[config.mk]
export PLATFORM = sky130hd
export DESIGN_NAME = debounce_sync
export DESIGN_NICKNAME = d
export VERILOG_FILES = /design/src/rtl/debounce_sync.sv
export SDC_FILE = /design/constraint.sdc
export NUM_CORES = 1
export LEC_CHECK = 0
export ABC_AREA = 1
export ABC_CLOCK_PERIOD_IN_PS = 1580
export CAP_MARGIN = 10
export CORE_AREA = 2 2 39 41
export DETAILED_ROUTE_END_ITERATION = 10
export DIE_AREA = 0 0 41 43
export PLACE_DENSITY = 0.53
export SYNTH_ARGS = -nofsm -noshare
export SYNTH_HDL_FRONTEND = slang
export SYNTH_SLANG_ARGS = --single-unit
export TNS_END_PERCENT = 20
[constraint.sdc]
create_clock -name clk -period 1.58 [get_ports clk]
set_input_delay 0.237 -clock clk [delete_from_list [all_inputs] [get_ports clk]]
set_output_delay 0.237 -clock clk [all_outputs]
set_load 0.02 [all_outputs]
[src/rtl/debounce_sync.sv]
// Synchronizes and debounces one asynchronous input into the clk domain.
// Presents a clean level, one-cycle edge pulses and a busy flag.
module debounce_sync #(
  parameter int   SYNC_STAGES     = 2,
  parameter int   DEBOUNCE_CYCLES = 16,
  parameter logic RESET_LEVEL     = 1'b0
) (
  input  logic clk,
  input  logic reset,
  input  logic raw_i,
  output logic stable_o,
  output logic rise_o,
  output logic fall_o,
  output logic busy_o
);

  localparam int CW = $clog2(DEBOUNCE_CYCLES + 1);
  localparam logic [CW-1:0] LAST = CW'(DEBOUNCE_CYCLES - 1);

  localparam logic [0:0] IDLE  = 1'b0;
  localparam logic [0:0] COUNT = 1'b1;

  logic [SYNC_STAGES-1:0] chain_q;
  logic                   sync_q;
  logic [0:0]             state_q, state_d;
  logic [CW-1:0]          cnt_q, cnt_d;
  logic                   stable_q, stable_d;
  logic                   rise_q, rise_d;
  logic                   fall_q, fall_d;
  logic                   busy_q, busy_d;
  logic                   differ;
  logic                   accept;

  assign sync_q = chain_q[SYNC_STAGES-1];

  always_comb begin
    differ  = (sync_q != stable_q);
    accept  = 1'b0;
    state_d = state_q;
    cnt_d   = cnt_q;
    unique case (state_q)
      IDLE: begin
        cnt_d = '0;
        if (differ) begin
          if (DEBOUNCE_CYCLES == 1) begin
            accept = 1'b1;
          end else begin
            cnt_d   = CW'(1);
            state_d = COUNT;
          end
        end
      end
      COUNT: begin
        if (!differ) begin
          // a bounce back to the current level restarts the run
          cnt_d   = '0;
          state_d = IDLE;
        end else if (cnt_q == LAST) begin
          accept  = 1'b1;
          cnt_d   = '0;
          state_d = IDLE;
        end else begin
          cnt_d = cnt_q + CW'(1);
        end
      end
      default: begin
        cnt_d   = '0;
        state_d = IDLE;
      end
    endcase
    stable_d = accept ? sync_q : stable_q;
    rise_d   = accept & sync_q;
    fall_d   = accept & ~sync_q;
    busy_d   = (state_d == COUNT);
  end

  always_ff @(posedge clk or posedge reset) begin
    if (reset) begin
      chain_q  <= {SYNC_STAGES{RESET_LEVEL}};
      state_q  <= IDLE;
      cnt_q    <= '0;
      stable_q <= RESET_LEVEL;
      rise_q   <= 1'b0;
      fall_q   <= 1'b0;
      busy_q   <= 1'b0;
    end else begin
      chain_q  <= {chain_q[SYNC_STAGES-2:0], raw_i};
      state_q  <= state_d;
      cnt_q    <= cnt_d;
      stable_q <= stable_d;
      rise_q   <= rise_d;
      fall_q   <= fall_d;
      busy_q   <= busy_d;
    end
  end

  assign stable_o = stable_q;
  assign rise_o   = rise_q;
  assign fall_o   = fall_q;
  assign busy_o   = busy_q;

endmodule

# After elaboration in Yosys (flattened, before gate mapping)
# Index checks and enable logic that the tools add are counted.
[classes]
bitwise_logic = 4
n_addsub = 1
eq_ne = 2
n_mux = 11
[ops]
columns = ["operator", "n"]
rows = [
  ["$mux W5", 2],
  ["$pmux W5 S2", 1],
  ["$mux W1", 7],
  ["$add A5 B1 Y5 const B", 1],
  ["$eq A5 B4 Y1 const B", 1],
  ["$and A1 B1 Y1", 2],
  ["$not A1 Y1", 2],
  ["$pmux W1 S2", 1],
  ["$ne A1 B1 Y1", 1],
]
[word_totals]
out_inout_bits = 4
in_bits = 3
word_cells = 24
reg_bits = 11

# Depth between registers and ports, before layout
# Gate-level depths: netlist of the first run.
[depth]
ltp_word = 5
depth_mapped = 6
ltp_nobuf = 6

# Worst setup path after synthesis of the first run
# Ideal clock, no wire load.
[synth_path]
path_type = "register -> register"
start = "reg stable_q, in the netlist stable_o"
end = "reg stable_q, in the netlist stable_o"
path_slack_ns = 0.546
t_arrival_ns = 0.913
required_time_ns = 1.459
synth_period_minus_slack_ns = 1.034
n_path_buf = 0
stages_incl_launch_ff = 6
setup_time_ns = 0.121
path_cell_list = "dfrtp_1 -> inv_1 -> nand2_2 -> nand3_1 -> o21ai_1 -> nand2_1"
[synth_between]
elab_chain_len = 3
[synth_lines]
columns = ["element", "line", "text"]
rows = [
  ["start, declared", "27", "logic stable_q, stable_d;"],
  ["start signal, assigned", "90", "stable_q <= stable_d;"],
  ["$ne A1 B1 Y1", "37", "differ = (sync_q != stable_q);"],
  ["$mux W1", "54", "if (!differ) begin"],
  ["$mux W1", "41", "unique case (state_q)"],
]
# No other way between the ends.
# A chain may end at the register's enable or synchronous reset.

# Worst setup path in the final report of the first run
[layout_path]
start = "reg stable_q, in the netlist stable_o"
end = "out stable_o"
[layout_lines]
columns = ["element", "line", "text"]
rows = [
  ["end, declared", "11", "output logic stable_o,"],
]
# No word-level cell between the ends.

==> results of run 1 <==
[timing repair]
action                                  CTS  global route
endpoints found under the setup margin    0             1
hold endpoints to repair                  0             0
gates resized for setup                   0             1
[layer usage]
metal  part of all wire (%)  vias up  wire length (um)
li1                       -      156                 -
met1                     49      142               345
met3                    4.5        2                32
met2                     45        7               316
met4                    2.3        0                16
met5                      0        -                 0
[flip-flops by register name, summed over array words and instances (netlist names)]
signal / count
cnt_q: 5
chain_q: 2
busy_o: 1
fall_o: 1
rise_o: 1
stable_o: 1
[stage by stage]
step	total power [uW]	setup WS, ps	cells
final	516.8	64.26	69
after global routing	537.9	23.95	69
after CTS	526.6	7.074	69
after detailed placement	330.7	319.6	65
after global placement	330.8	321.2	65
after floorplan	318.5	546.0	43
[area by class of cell]
class,count,area [um^2]
multi-input cells,25,138.9
inverters,7,26.28
well taps,16,20.02
clock buffers,3,22.52
flip-flops and latches,11,275.3
repair buffers,6,62.56
clock inverters,1,5.005
fillers,139,833.3
[power by group]
part / leakage [uW] / switching [uW] / internal (uW)
Sequential: 0.000144 / 6.08 / 289
Combinational: 0.000113 / 17.1 / 12.6
Clock: 0.0000177 / 98.7 / 93.8
Total: 0.000275 / 122 / 395
[worst max path at each step]
stage | from | endpoint | slack, ps | depth (start not counted)
after floorplan | stable_o | stable_o | 550 | 5
after global placement | busy_o | busy_o | 320 | 1
after detailed placement | busy_o | busy_o | 320 | 1
after CTS | busy_o | busy_o | 7 | 1
after global routing | stable_o | stable_o | 20 | 1
final | stable_o | stable_o | 60 | 1
[cell families (layout without fill, tap and decap cells)]
group                    after synthesis  count (layout)  share of synthesized area, %
buffers and inverters                  7              17                         5.965
flip-flops                            11              11                         62.50
AO/OA/AOI/OAI                          3               3                         3.408
XOR/XNOR                               2               2                         3.978
AND/OR/NAND/NOR                       19              19                         21.31
adder cells (fa/ha/maj)                1               1                         2.840
[cell usage in the layout, fill, tap and decap left out]
cell and count:
dfrtp_1 11, inv_1 6, nand2_1 5, nor2_1 5
clkdlybuf4s50_1 5, clkbuf_4 3, nand3_1 2, nand2_2 2
nand4_1 2, a21oi_1 2, xor2_1 1, inv_2 1
nand3_2 1, nor2_2 1, xnor2_1 1, nor3_1 1
o21ai_1 1, ha_1 1, clkinv_2 1, dlymetal6s2s_1 1
==> summary.md, run 1 <==
| Metric | Value |
|---|---|
| Outcome | complete, no violations |
| Critical Path Start Type | register |
| Busiest grt layer | met1 |
| WS Path Type | register to primary output |
| Crit path largest cell delay | 620 ps |
| Primary FF master, synth | dfrtp_1 |
| Starting Density | between 30% and 40% |
| GR Util All Layers | 10.54% |
| Die Area | 1763 um^2 |
| R2R Setup Slk | 450 ps |
| Crit path max fanout | 4 |
| Worst Setup End Kind | primary output |
| Setup violations, final | 0 |
| Post-synth EDFFs | 0 |
| Post-synthesis sequential area ratio | 62.50% |
| CTS tree | done |
| Placeable Area | ~1400 um^2 |
| Ant diodes | 0 |
| DP Area | 520.5 um^2 |
| DRC viols | 0 |
| Site row count | 14 |
| Chip height | 43 um |
| Slowest library cell on the worst path | clkdlybuf4s50_1 |
| Top-count cell post-synth | dfrtp_1 |
| Worst r2r src | cnt_q[0] |
| Post-DR vias/cell | 4.449 |
| Final ANT Viol Nets | 0 |
| Post-Syn Instances | 43 |
| Design Area, Final | 550.5 um^2 |
| Routing usage on met3 | approximately 4.7% |
| Placer Congestion | 0.7186 |
| Nets@finish | 58 |
| FF+latch count, synth | 11 |
| Slew Viols, Final | 0 |
| Final hold slack | 246.9 ps |
| Fin. Hold Viols | 0 |
| Final WL | approximately 710 um |
| TNS Setup | 0 ps |
| CP required | 1340 ps |
| Worst-skew pair later-pin latency | 270 ps |
| DP HPWL | 496.1 um |
| LEAKAGE | 0.0002753 uW |
| Setup Skew | around 3.4 ps |
| Yosys top cell area share | 62.50% |
| Share of flip-flops with an asynchronous set or reset | between 90% and 100% |
| WP data arrival | 1280 ps |
| I/O Buffers | 6 |
| CTS root buffer | clkbuf_4 |
| Buf/Inv on CP | 1 |
| CTS Sinks | 11 |
| Worst VDD drop | 500.0 uV |
| Synth top cells by count | 11 x dfrtp_1, 6 x inv_1, 5 x nand2_1, 5 x nor2_1 |
| Hold Buf Count CTS | 0 |
| Top cells by area, synth | dfrtp_1 63%, inv_1 5.1%, nand2_1 4.3%, nor2_1 4.3%, ha_1 2.8% |
| Worst flop-to-flop path endpoint | stable_o |
| CTS Buffer Depth | 2 |
| Total CTS buffers | 3 |
| Synthesized Nets | 47 |
| PD cells | around 940 nW/um^2 |
| Grt met2 use | 11.88% |
| Setup Buffers After CTS | 0 |
| Synth unique cells | 16 |
| Synth warnings | 0 |
| Initial DRC Count | 5 |
| Vias | 307 |
| RSZ-0062 raised after global routing | false |
| Pin count of the biggest net entering global routing | 12 |
| Synthesized cell area | 440.4 um^2 |
| Slew margin rel. | 72.47% |
| Least-Margin Pin Slew | 412.5 ps |
| Core Util, Final | roughly two fifths |
| Clock slew at reported path FFs | roughly 70 ps |
| Area leader, netlist | dfrtp_1 |
| Vias in the first global route | 290 |
| Antenna violations before repair | 0 |
| Die width | 41 um |
| Grt total ovfl | 0 |
| Drt wl/cell | 10.29 um |
| Share of post-route cells with drive strength above 1 | 16.98% |
| Cell count of the worst reg-to-reg path | 5 |
| Min-Delay Path Class | primary input to asynchronous set/reset pin |
| First-pass GRT wire length | between 1 and 1.5 mm |
| Max Cap Violations | 0 |
| Fin crit share | 95.93% |
| P&R area growth vs syn | 25.00% |
| Crit path cell chain | clkdlybuf4s50_1 |
| Syn avg cell area | 10.24 um^2 |
| Period minus WS final | 1516 ps |
| Drt first pass iters | 2 |
| I/O pins | 7 |
| FMAX | 0.6597 GHz |
| Top Family by Delay on Critical Path | buffers and inverters |
| H-tree Lvls | 1 |
| Met1 Track Usage GR | 14.04% |
(Power assumes the default switching activity.)
==> run 2, diff against run 1 <==
--- a/config.mk
+++ b/config.mk
@@ -12,6 +12,7 @@
 export DETAILED_ROUTE_END_ITERATION = 10
 export DIE_AREA = 0 0 41 43
 export PLACE_DENSITY = 0.53
+export SKIP_CTS_REPAIR_TIMING = 1
 export SYNTH_ARGS = -nofsm -noshare
 export SYNTH_HDL_FRONTEND = slang
 export SYNTH_SLANG_ARGS = --single-unit
==> results of run 2 <==
The final DEF is identical to that of run 1; final timing and power are the same.
